**config.mk**
```make
export PLATFORM = sky130hd
export DESIGN_NAME = mii_rx_nibble_packer
export DESIGN_NICKNAME = d
export VERILOG_FILES = /design/src/rtl/mac_rx_pkg.sv /design/src/rtl/mac_sat_counter.sv /design/src/rtl/mii_rx_nibble_packer.sv
export SDC_FILE = /design/constraint.sdc
export NUM_CORES = 1
export LEC_CHECK = 0
export CAP_MARGIN = 20
export CELL_PAD_IN_SITES_DETAIL_PLACEMENT = 0
export CELL_PAD_IN_SITES_GLOBAL_PLACEMENT = 2
export CORE_UTILIZATION = 35
export CTS_BUF_LIST = sky130_fd_sc_hd__clkbuf_4 sky130_fd_sc_hd__clkbuf_8
export DETAILED_ROUTE_END_ITERATION = 8
export PLACE_DENSITY_LB_ADDON = 0.25
export SYNTH_ARGS = -nofsm -noshare
export SYNTH_HDL_FRONTEND = slang
export SYNTH_SLANG_ARGS = --single-unit
```
**constraint.sdc**
```tcl
create_clock -name clock -period 3.19 [get_ports clock]
set_clock_uncertainty 0.2 [all_clocks]
set_input_delay 0.957 -clock clock [delete_from_list [all_inputs] [get_ports clock]]
set_output_delay 0.957 -clock clock [all_outputs]
set_load 0.02 [all_outputs]
```
**src/rtl/mac_rx_pkg.sv**
```systemverilog
// Shared definitions for the MII receive path.
//
// Contents:
//   rx_state_t      - receive FSM states (IDLE, PRE, LOW, HIGH, DROP)
//   PREAMBLE_NIB    - preamble nibble value (0x5)
//   SFD_NIB         - start-of-frame-delimiter nibble value (0xD)
//   DEFAULT_MAX_LEN - largest legal frame in bytes after the SFD
//   LEN_W           - width of the per-frame byte counter
//   len_sat_inc     - saturating increment for the byte counter
package mac_rx_pkg;

  localparam int LEN_W           = 11;
  localparam int DEFAULT_MAX_LEN = 1522;

  localparam logic [3:0] PREAMBLE_NIB = 4'h5;
  localparam logic [3:0] SFD_NIB      = 4'hD;

  typedef enum logic [2:0] {
    ST_IDLE,
    ST_PRE,
    ST_LOW,
    ST_HIGH,
    ST_DROP
  } rx_state_t;

  // Byte counter holds at all-ones so frame_len never wraps on giant frames.
  function automatic logic [LEN_W-1:0] len_sat_inc(input logic [LEN_W-1:0] value);
    return (value == '1) ? value : value + 1'b1;
  endfunction

endpackage

```
**src/rtl/mac_sat_counter.sv**
```systemverilog
// Saturating statistics counter.
//
// Ports:
//   clock - counter clock
//   reset - synchronous, active-low reset (clears the count)
//   inc   - increment request for this cycle
//   count - current value; sticks at all-ones instead of wrapping
module mac_sat_counter #(
  parameter int CNT_W = 16
) (
  input  logic             clock,
  input  logic             reset,
  input  logic             inc,
  output logic [CNT_W-1:0] count
);

  // Increment only while below all-ones so the statistic never wraps.
  always_ff @(posedge clock) begin
    if (!reset) begin
      count <= '0;
    end else if (inc && (count != '1)) begin
      count <= count + 1'b1;
    end
  end

endmodule

```
**src/rtl/mii_rx_nibble_packer.sv**
```systemverilog
// MII receive nibble packer.
//
// Registers the MII receive pads, hunts and strips the preamble/SFD,
// assembles nibbles low-nibble-first into bytes and emits a framed byte
// stream. One byte is always held back in a pending buffer because the last
// byte of a frame is only known once rx_dv falls.
//
// Ports:
//   clock       - MII receive clock
//   reset       - synchronous, active-low reset
//   mii_rxd     - receive nibble from pad
//   mii_rx_dv   - receive data valid from pad
//   mii_rx_er   - receive error from pad
//   out_valid   - one-cycle strobe qualifying out_data/out_sof/out_eof/out_err
//   out_data    - assembled byte {high nibble, low nibble}
//   out_sof     - first byte after the SFD
//   out_eof     - last byte of the frame
//   out_err     - with out_eof: frame bad (rx_er, dribble nibble, oversize)
//   frame_len   - saturated byte count of the frame, valid with out_eof
//   cnt_ok      - good frames
//   cnt_err     - bad frames (rx_er, oversize, false carrier, zero length)
//   cnt_dribble - frames that ended on an odd nibble
module mii_rx_nibble_packer
  import mac_rx_pkg::*;
#(
  parameter int MAX_LEN = DEFAULT_MAX_LEN,
  parameter int CNT_W   = 16
) (
  input  logic             clock,
  input  logic             reset,
  input  logic [3:0]       mii_rxd,
  input  logic             mii_rx_dv,
  input  logic             mii_rx_er,
  output logic             out_valid,
  output logic [7:0]       out_data,
  output logic             out_sof,
  output logic             out_eof,
  output logic             out_err,
  output logic [LEN_W-1:0] frame_len,
  output logic [CNT_W-1:0] cnt_ok,
  output logic [CNT_W-1:0] cnt_err,
  output logic [CNT_W-1:0] cnt_dribble
);

  localparam logic [LEN_W-1:0] MAX_LEN_V = LEN_W'(MAX_LEN);

  logic [3:0]       rxd_q;
  logic             dv_q;
  logic             er_q;

  rx_state_t        state;
  rx_state_t        state_next;

  logic [3:0]       lo_nib;
  logic             er_acc;
  logic [7:0]       pend_data;
  logic             pend_full;
  logic             sof_pend;
  logic             frame_err;
  logic [LEN_W-1:0] byte_cnt;

  logic [7:0]       new_byte;
  logic [LEN_W-1:0] byte_cnt_inc;
  logic             oversize;

  logic             emit;
  logic             emit_eof;
  logic             emit_err;
  logic             take_lo;
  logic             load_byte;
  logic             start_frame;
  logic             clear_frame;
  logic             inc_ok;
  logic             inc_err;
  logic             inc_dribble;

  assign new_byte     = {rxd_q, lo_nib};
  assign byte_cnt_inc = len_sat_inc(byte_cnt);
  assign oversize     = (byte_cnt_inc > MAX_LEN_V);

  // The pads are registered once; everything downstream sees only these.
  always_ff @(posedge clock) begin
    if (!reset) begin
      rxd_q <= '0;
      dv_q  <= 1'b0;
      er_q  <= 1'b0;
    end else begin
      rxd_q <= mii_rxd;
      dv_q  <= mii_rx_dv;
      er_q  <= mii_rx_er;
    end
  end

  // State register.
  always_ff @(posedge clock) begin
    if (!reset) begin
      state <= ST_IDLE;
    end else begin
      state <= state_next;
    end
  end

  // Next-state and per-cycle actions. A fall of dv while in HIGH is always
  // a dribble frame, regardless of er on that cycle.
  always_comb begin
    state_next  = state;
    emit        = 1'b0;
    emit_eof    = 1'b0;
    emit_err    = 1'b0;
    take_lo     = 1'b0;
    load_byte   = 1'b0;
    start_frame = 1'b0;
    clear_frame = 1'b0;
    inc_ok      = 1'b0;
    inc_err     = 1'b0;
    inc_dribble = 1'b0;

    case (state)
      ST_IDLE: begin
        clear_frame = 1'b1;
        if (dv_q) begin
          if (rxd_q == PREAMBLE_NIB) begin
            state_next = ST_PRE;
          end else begin
            state_next = ST_DROP;
            inc_err    = 1'b1;
          end
        end
      end

      ST_PRE: begin
        if (!dv_q) begin
          state_next = ST_IDLE;
        end else if (rxd_q == PREAMBLE_NIB) begin
          state_next = ST_PRE;
        end else if (rxd_q == SFD_NIB) begin
          state_next  = ST_LOW;
          start_frame = 1'b1;
        end else begin
          state_next = ST_DROP;
          inc_err    = 1'b1;
        end
      end

      ST_LOW: begin
        if (dv_q) begin
          take_lo    = 1'b1;
          state_next = ST_HIGH;
        end else begin
          state_next = ST_IDLE;
          if (pend_full) begin
            emit     = 1'b1;
            emit_eof = 1'b1;
            emit_err = frame_err;
            inc_ok   = !frame_err;
            inc_err  = frame_err;
          end else begin
            inc_err = 1'b1;
          end
        end
      end

      ST_HIGH: begin
        if (dv_q) begin
          load_byte  = 1'b1;
          emit       = pend_full;
          state_next = ST_LOW;
        end else begin
          emit        = pend_full;
          emit_eof    = pend_full;
          emit_err    = pend_full;
          inc_dribble = 1'b1;
          state_next  = ST_IDLE;
        end
      end

      ST_DROP: begin
        if (!dv_q) begin
          state_next = ST_IDLE;
        end
      end

      default: begin
        state_next = ST_IDLE;
      end
    endcase
  end

  // Datapath: pending buffer, frame bookkeeping and registered outputs.
  // out_data and frame_len hold their last value between strobes.
  always_ff @(posedge clock) begin
    if (!reset) begin
      out_valid <= 1'b0;
      out_data  <= '0;
      out_sof   <= 1'b0;
      out_eof   <= 1'b0;
      out_err   <= 1'b0;
      frame_len <= '0;
      lo_nib    <= '0;
      er_acc    <= 1'b0;
      pend_data <= '0;
      pend_full <= 1'b0;
      sof_pend  <= 1'b0;
      frame_err <= 1'b0;
      byte_cnt  <= '0;
    end else begin
      out_valid <= emit;
      out_sof   <= emit & sof_pend;
      out_eof   <= emit_eof;
      out_err   <= emit_err;

      if (emit) begin
        out_data <= pend_data;
        sof_pend <= 1'b0;
      end

      if (emit_eof) begin
        frame_len <= byte_cnt;
      end

      if (clear_frame) begin
        pend_full <= 1'b0;
        sof_pend  <= 1'b0;
        frame_err <= 1'b0;
        er_acc    <= 1'b0;
      end

      if (start_frame) begin
        byte_cnt  <= '0;
        sof_pend  <= 1'b1;
        pend_full <= 1'b0;
        frame_err <= 1'b0;
      end

      if (take_lo) begin
        lo_nib <= rxd_q;
        er_acc <= er_q;
      end

      // Oversize is judged on the count including the byte being loaded.
      if (load_byte) begin
        pend_data <= new_byte;
        pend_full <= 1'b1;
        byte_cnt  <= byte_cnt_inc;
        frame_err <= frame_err | er_acc | er_q | oversize;
      end
    end
  end

  mac_sat_counter #(.CNT_W(CNT_W)) u_cnt_ok (
    .clock (clock),
    .reset (reset),
    .inc   (inc_ok),
    .count (cnt_ok)
  );

  mac_sat_counter #(.CNT_W(CNT_W)) u_cnt_err (
    .clock (clock),
    .reset (reset),
    .inc   (inc_err),
    .count (cnt_err)
  );

  mac_sat_counter #(.CNT_W(CNT_W)) u_cnt_dribble (
    .clock (clock),
    .reset (reset),
    .inc   (inc_dribble),
    .count (cnt_dribble)
  );

endmodule

```
# Yosys cells after proc, flatten, opt, wreduce, memory -nomap -nowiden
# Cells that the tools add are included.
# word_totals
word_cells,100
out_inout_bits,71
input_bits,8
register_bits,107
# classes
n_eq_ne,12
add_sub_neg,4
mux,49
magnitude_cmp,1
bitwise_logic,4
n_reduce_logical,10
# op_table
op,count
$add 16x1->16 const B,3
$ne 16x16->1 const B,3
$mux 1,33
$mux 11,3
$mux 3,6
$pmux 3 s5,1
$add 11x1->11 const B,1
$eq 11x11->1 const B,1
$gt 11x11->1 const B,1
$eq 3x2->1 const B,2
$pmux 1 s2,3
$reduce_bool 3->1,2
$eq 4x3->1 const B,1
$eq 4x4->1 const B,1
$mux 2,2
$ne 2x2->1 const B,2
$reduce_bool 2->1,2
$eq 3x1->1 const B,1
$eq 3x3->1 const B,1
$logic_and 1x1->1,3
$logic_not 3->1,1
$or 1x1->1,3
$pmux 1 s3,1
$reduce_and 2->1,1
2 further kinds,2

# Logic depth before layout (Yosys ltp)
# Gate-level depths: netlist (run 1).
# depth
word_depth,7
ltp_mapped,7
ltp_nobuf,6

# By module
# A second synthesis (run 1) with hierarchy kept.
# hier_totals
hier_cells,583
hier_area_um2,5041.1
# modules_own_cells
module,instances,seq_area_each_um2,area_per_inst_um2,cells_each
mii_rx_nibble_packer,1,1181.1,2529.9,292
mac_sat_counter,3,320.3,837.1,97

# Worst setup path after synthesis (run 1)
# Ideal clock, no wire load.
# synth_timing
kind,register to register
start,register u_cnt_err.count[6]
end,register u_cnt_err.count[11]
period_less_slack_ps,2218
slack_ps,972
setup_time_ps,115
path_stages_with_launch,7
path_buffers,1
t_arrival_ps,1904
required_ps,2875
path_cell_list,dfxtp_1 -> nand4_1 -> nor3_1 -> a22o_1 -> buf_2 -> nor4_1 -> o21a_1
# synth_via
elab_chain_len,2
elab_cells_between_ends,3
classes_between,1 x add/sub; 1 x eq/ne; 1 x reduce/logical
# synth_rtl
item,line_no,rtl
from (decl),mac_sat_counter.sv:14,output logic [CNT_W-1:0] count
from (signal assigned),mac_sat_counter.sv:22,count <= count + 1'b1;
"parallel branches: the longest is 2 deep, another holds $add 16x1->16",-,
# Several ways; the timed one is not identified.
# A chain may end at the register's enable or synchronous reset.

# Worst setup path in the final report (run 1)
# layout_timing
start,register u_cnt_ok.count[7]
end,output port cnt_ok[7]
# layout_rtl
item,line_no,rtl
from (decl),mac_sat_counter.sv:14,
from (signal assigned),mac_sat_counter.sv:22,
to (decl),mii_rx_nibble_packer.sv:40,"output logic [CNT_W-1:0] cnt_ok,"
# No word-level cell between the ends.

==> results of run 1 <==
-- power groups by stage --
stage	clock network (W)	logic, W	registers, W
5_1_grt	0.000891	0.0000718	0.00135
2_1_floorplan	0	0.0000395	0.00138
4_1_cts	0.000838	0.0000672	0.00135
3_5_place_dp	0	0.0000667	0.00138
3_3_place_gp	0	0.0000655	0.00138
6_report	0.000801	0.0000658	0.00135
-- synthesized netlist by cell type, types with 2 or more instances --
master / instances
o21bai_1: 2
and2_1: 8
a41oi_1: 2
ha_1: 4
o221a_2: 3
nand4_1: 16
and3_1: 11
clkbuf_1: 32
nor4_1: 7
o21ai_0: 13
a31oi_1: 7
a32oi_1: 2
nand3b_1: 3
a21bo_2: 3
buf_2: 4
nor3b_1: 4
nor2_1: 57
a21oi_1: 48
nor2b_1: 5
o41ai_1: 2
and4b_1: 2
xnor2_1: 19
or4_1: 8
and4_1: 2
nor3_1: 14
inv_1: 8
o21a_1: 3
nand2b_1: 8
a2111oi_0: 3
o211ai_1: 5
dfxtp_1: 107
or2_2: 2
o31ai_1: 8
nand2_1: 73
mux2i_1: 20
nand3_1: 26
a22oi_1: 2
or3_1: 13
-- metrics by stage --
stage	std cells	cell area, um^2	worst slack [ns]
after floorplan	581	4870	0.972
after global placement	804	5790	0.647
after detailed placement	804	5790	0.608
after CTS	819	5970	0.489
after global routing	819	5970	0.426
final	819	5970	0.521
-- cells by family after synthesis --
family	count (synthesis)
buf+inv	45
fa+ha+maj	4
xor+xnor	20
simple gates	268
compound gates	117
flops	107
mux	20
-- cell type report --
| class | count | area share |
|---|---|---|
| clock inverters | 2 | 0.00168 |
| well taps | 176 | 0.0369 |
| inverters | 8 | 0.00503 |
| multi-input cells | 429 | 0.428 |
| clock buffers | 13 | 0.0289 |
| repair buffers | 84 | 0.140 |
| flip-flops and latches | 107 | 0.359 |
-- how the worst min path moves through the flow --
stage          cells past startpoint            to         start  slack, ns
2_1_floorplan                      2  pend_data[0]     lo_nib[0]       0.23
3_3_place_gp                       2  frame_len[5]  frame_len[5]       0.24
3_5_place_dp                       2  pend_data[2]     lo_nib[2]       0.25
4_1_cts                            2  frame_len[5]  frame_len[5]       0.26
5_1_grt                            2  frame_len[5]  frame_len[5]       0.28
6_report                           2  frame_len[5]  frame_len[5]       0.26
-- metal layers --
metal	vias to the layer above	global-route usage	wire [um]
met2	68	0.284	5960
li1	2194	-	-
met3	7	0.0480	519
met1	2043	0.234	6040
met4	0	0.0422	97
met5	-	0	0
-- registers in the layout (all words and copies together) (netlist names), 4 cells and up --
signal and flops:
u_cnt_dribble.count 16, u_cnt_ok.count 16, frame_len 11, u_cnt_err.count 16
pend_data 8, lo_nib 4, byte_cnt 11, rxd_q 4
out_data 8
-- layout by cell type, fill, tap and decap left out, types with 5 or more instances in the layout --
cell | synthesis | layout
dfxtp_1 | 107 | 107
clkdlybuf4s50_1 | 0 | 78
nand2_1 | 73 | 73
nor2_1 | 57 | 57
a21oi_1 | 48 | 48
nand3_1 | 26 | 26
mux2i_1 | 20 | 20
xnor2_1 | 19 | 19
nand4_1 | 16 | 16
nor3_1 | 14 | 14
or3_1 | 13 | 13
o21ai_0 | 13 | 13
clkbuf_8 | 0 | 12
and3_1 | 11 | 11
and2_1 | 8 | 8
o31ai_1 | 8 | 8
or4_1 | 8 | 8
nand2b_1 | 8 | 8
a31oi_1 | 7 | 7
nor4_1 | 7 | 7
inv_1 | 8 | 7
nor2b_1 | 5 | 5
o211ai_1 | 5 | 5
buf_4 | 1 | 5
==> flow_summary_export.csv, run 1 <==
group,metric,value,unit
run_status,status,"finished, final reports clean",
synth,yosys-top-cells-area,"dfxtp_1 (44%), nand2_1 (5.6%), a21oi_1 (4.9%)",
synth,synth_edf_count,0,
floorplan,fp.dieW,120,um
grt,overflow,0,
setup_path,crit_chain,"clkdlybuf4s50_1",
synth,synth_xor_area_frac,0.0359,
synth,synth_top_family_by_area,"simple AND/OR/NAND/NOR gates",
grt,antenna_found_initial,0,
floorplan,start_util,0.364,
cells_and_area,antenna_cells,0,
sta,setup_viol,0,
synth,yosys.area_share.simple,0.280,
setup_path,cp_max_fo,6,
sta,tightest_slew,0.829,ns
synth,synth_flop_cell,"dfxtp_1",
synth,ys_types,63,
synth,synth_top_area_cell,"dfxtp_1",
setup_path,critPathKind,"flip-flop to primary output",
setup_path,endpoint,"cnt_ok[7]",
drt,wl_per_cell,15.4,um
setup_path,path_depth,1,
grt,track_usage,0.177,
clock_network,clkTransAtPathRegs,0.09,ns
placed_design,hpwl,8.50,mm
synth,synth_fa_ha_area_frac,0.0103,
run,maxCapViolCount,0,
cells_and_area,final.fill_count,1387,
power_and_ir_drop,p_switching,0.000499,W
grt,grt_max_degree,83,
cells_and_area,fin_nets,651,
floorplan,num_io_pins,79,
clock_network,clockBufferDepth,2,
hold_path,min_path_type,"flip-flop to flip-flop",
clock_network,clk_latency,0.38,ns
power_and_ir_drop,intPower,0.00172,W
power_and_ir_drop,power.density,371,mW/mm^2
cells_and_area,area_delta_synth_final,22.4,%
setup_path,r2r_start,"byte_cnt[0]",
power_and_ir_drop,p_leak,1.91,nW
drt,vias_per_cell,5.26,
sta,rsz0062_at_grt,"false",
floorplan,dieArea,0.0144,mm^2
synth,syn_area_per_cell,8.39,um^2
setup_path,crit_start,"u_cnt_ok.count[7]",
cells_and_area,drive_gt1_frac,0.0575,
drt,drt_wl_total,12.6,mm
cells_and_area,multi_input_area,0.00255,mm^2
clock_network,cts_root_buf,"clkbuf_8",
setup_path,critPathMaxStageDelay,0.66,ns
drt,drc,0,
cells_and_area,seq_area,0.00214,mm^2
setup_path,reg2reg_depth,6,
synth,seq_area_frac_synth,0.439,
sta,fin_setup_tns,0,ns
floorplan,core_area,0.0134,mm^2
grt,grt_pass1_vias,3980,
clock_network,cts_tree,"done",
synth,syn-num-nets,593,
power_and_ir_drop,power_frac_comb,0.030,
sta,worst_hold_slack,0.256,ns
synth,muxShareOfSynthArea,0.0411,
setup_path,reg2reg_to,"byte_cnt[3]",
floorplan,fp.dieH,120,um
synth,syn_area,0.00487,mm^2
clock_network,cts_setup_buffers,0,
drt,ant_nets,0,
setup_path,end_kind,"primary output",
setup_path,crit_slowest_cell,"clkdlybuf4s50_1",
power_and_ir_drop,p_seq_frac,0.609,
setup_path,reg2reg_slack,0.70,ns
sta,fmax,375,MHz
clock_network,postCtsHoldBufs,0,
clock_network,cts_resized,0,
power_and_ir_drop,irDropWorstVdd,0.279,mV
setup_path,crit_arrival,1.51,ns
power_and_ir_drop,pwr-share-clk,0.362,
drt,drt_iter0_markers,174,
setup_path,worstSetupStartpointType,"flip-flop",
setup_path,path_buf_inv,1,
setup_path,crit_family,"buffers and inverters",
clock_network,numClockSinks,107,
sta,finalHoldViolations,0,
sta,drv_slew,0,
setup_path,worstPathRequired,2.03,ns
clock_network,cts_max_level,3,
synth,ys_ff_latch,107,
power_and_ir_drop,swShare,0.225,
sta,relSlewSlack,0.445,
sta,post-route-min-period,2.67,ns
grt,grt_pass1_wl,20.3,mm
floorplan,rows,42,
synth,synth.top_cell.area_share,0.439,
clock_network,numCtsBuffers,9,
placed_design,port_buffers,78,
sta,post-route-period-util,0.837,
synth,ys_warn_count,0,
drt,via_count,4312,
cells_and_area,fin_util,0.445,
placed_design,place_congestion,0.820,
drt,first_pass_iters,4,
synth,synth_compound_area_frac,0.157,
synth,synthArstFlopShare,0,
power_and_ir_drop,p_total,0.00222,W
synth,synthCells,581,
Power figures use the tool's default switching activity.
==> run 2, diff against run 1 <==
--- a/config.mk
+++ b/config.mk
@@ -8,7 +8,7 @@
 export CAP_MARGIN = 20
 export CELL_PAD_IN_SITES_DETAIL_PLACEMENT = 0
 export CELL_PAD_IN_SITES_GLOBAL_PLACEMENT = 2
-export CORE_UTILIZATION = 35
+export CORE_UTILIZATION = 30
 export CTS_BUF_LIST = sky130_fd_sc_hd__clkbuf_4 sky130_fd_sc_hd__clkbuf_8
 export DETAILED_ROUTE_END_ITERATION = 8
 export PLACE_DENSITY_LB_ADDON = 0.25
==> constraint.sdc (replaced) <==
create_clock -name clock -period 2.4 [get_ports clock]
set_clock_uncertainty 0.2 [all_clocks]
set_input_delay 0.72 -clock clock [delete_from_list [all_inputs] [get_ports clock]]
set_output_delay 0.72 -clock clock [all_outputs]
set_load 0.02 [all_outputs]
==> run 2 against run 1 <==
Net effect:
- core utilization is 4.8 points lower
- critical endpoint is now cnt_dribble[6]
- non-clock buffer count is 32 higher
- clock power is 42% higher
- cell count is 8.8% higher
- die area is 16% higher
- sequential cell count stayed put
- design area is 5.8% higher
==> flow_summary_export.csv, run 2 (synthesis gave the netlist of run 1 again) <==
group,metric,value,unit
drt,via_count,4499,
power_and_ir_drop,irDropWorstVdd,0.241,mV
placed_design,placed_cell_area,0.00608,mm^2
cells_and_area,layout_common_cells,"dfxtp_1 (106), nand2_1 (73), nor2_1 (57), a21oi_1 (48), clkdlybuf4s50_1 (39)",
cells_and_area,area_delta_synth_final,29.5,%
setup_path,r2r_start,"state[2]",
placed_design,place_congestion,0.841,
floorplan,num_io_pins,79,
drt,vias_per_cell,5.05,
hold_path,hp-start,"frame_len[8]",
drt,wl_per_cell,15.1,um
hold_path,min_path_type,"flip-flop to flip-flop",
setup_path,reg2reg_depth,6,
sta,finalHoldViolations,0,
setup_path,path_buf_inv,1,
placed_design,place_ws,0.0640,ns
drt,first_pass_iters,4,
clock_network,clkTransAtPathRegs,0.10,ns
cells_and_area,design_area,0.00631,mm^2
sta,post-route-min-period,2.35,ns
setup_path,crit_arrival,1.43,ns
sta,setup_viol,0,
setup_path,crit_family,"buffers and inverters",
clock_network,cts_setup_buffers,0,
grt,grt_pass1_vias,4293,
run_status,status,"finished, final reports clean",
floorplan,dieArea,0.0168,mm^2
power_and_ir_drop,p_leak,2.56,nW
clock_network,cts_root_buf,"clkbuf_8",
power_and_ir_drop,power.density,481,mW/mm^2
setup_path,cp_max_fo,5,
clock_network,cts_max_level,3,
drt,ant_nets,0,
setup_path,critPathMaxStageDelay,0.63,ns
drt,drt_iter0_markers,250,
sta,drv_slew,0,
sta,rsz0062_at_grt,"false",
sta,setup_ws,0.0456,ns
placed_design,port_buffers,78,
cells_and_area,instances_no_fill,891,
floorplan,rows,46,
setup_path,crit_start,"u_cnt_dribble.count[6]",
clock_network,clk_latency,0.39,ns
grt,grt_max_degree,59,
grt,antenna_found_initial,0,
setup_path,critPathKind,"flip-flop to primary output",
run,maxCapViolCount,0,
cells_and_area,fin_nets,683,
setup_path,worstSetupStartpointType,"flip-flop",
grt,overflow,0,
setup_path,crit_chain,"clkdlybuf4s50_1",
floorplan,fp.dieH,129,um
cells_and_area,final_common_cell,"dfxtp_1",
hold_path,min_to,"frame_len[8]",
sta,fin_setup_tns,0,ns
hold_path,min_path_cells,2,
clock_network,numClockSinks,107,
sta,relSlewSlack,0.385,
setup_path,end_kind,"primary output",
setup_path,crit_slowest_cell,"clkdlybuf4s50_1",
floorplan,core_area,0.0159,mm^2
clock_network,numCtsBuffers,9,
setup_path,worstPathRequired,1.48,ns
sta,fmax,425,MHz
grt,track_usage,0.171,
clock_network,cts_tree,"done",
setup_path,reg2reg_to,"u_cnt_err.count[3]",
sta,post-route-period-util,0.981,
floorplan,fp.dieW,129,um
placed_design,placedCellCount,876,
clock_network,clockBufferDepth,2,
setup_path,reg2reg_slack,0.11,ns
placed_design,hpwl,9.52,mm
floorplan,start_util,0.307,
grt,grt_pass1_wl,22.3,mm
drt,drc,0,
sta,tightest_slew,0.918,ns
cells_and_area,top_regs,"u_cnt_dribble.count: 16 flops, u_cnt_err.count: 16 flops, u_cnt_ok.count: 16 flops",
power_and_ir_drop,p_total,0.00303,W
cells_and_area,drive_gt1_frac,0.107,
drt,drt_wl_total,13.5,mm
cells_and_area,antenna_cells,0,
==> run 2: cell type report <==
cell class                 instances  area [um^2]
fill                            1653         9570
multi-input combinational        429         2560
sequential                       107         2140
timing repair buffer             116         1110
tap                              216          270
clock buffer                       9          124
clock inverter                     6         71.3
inverter                           8         30.0
==> run 2: repair_timing <==
| action | in CTS | in global routing |
|---|---|---|
| pin swaps | 0 | 0 |
| endpoints found under the setup margin | 17 | 39 |
| hold buffers | 0 | 0 |
| gates resized for setup | 17 | 25 |
==> run 2: power by group <==
group	internal [W]	switching, W	total [W]
clock	0.000488	0.000655	0.00114
sequential	0.00178	0.00000877	0.00179
combinational	0.0000408	0.0000592	0.000100
==> run 2: per-layer routing <==
| layer | track usage | share of wire |
|---|---|---|
| met5 | 0 | 0 |
| met4 | 0.0650 | 0.015 |
| met1 | 0.228 | 0.48 |
| met3 | 0.0277 | 0.041 |
| met2 | 0.276 | 0.47 |
==> run 2: worst max-delay path by stage <==
stage                                     end  cells past startpoint
after CTS                         cnt_err[11]                      1
final                          cnt_dribble[6]                      1
after floorplan           u_cnt_err.count[11]                      6
after global routing          cnt_dribble[12]                      1
after detailed placement            frame_err                      5
after global placement              frame_err                      5
==> run 2: through the flow <==
step           hold WS [ns]   util
2_1_floorplan         0.231      -
6_report              0.259  0.397
4_1_cts               0.263  0.393
3_3_place_gp          0.242  0.382
3_5_place_dp          0.248  0.382
5_1_grt               0.287  0.397
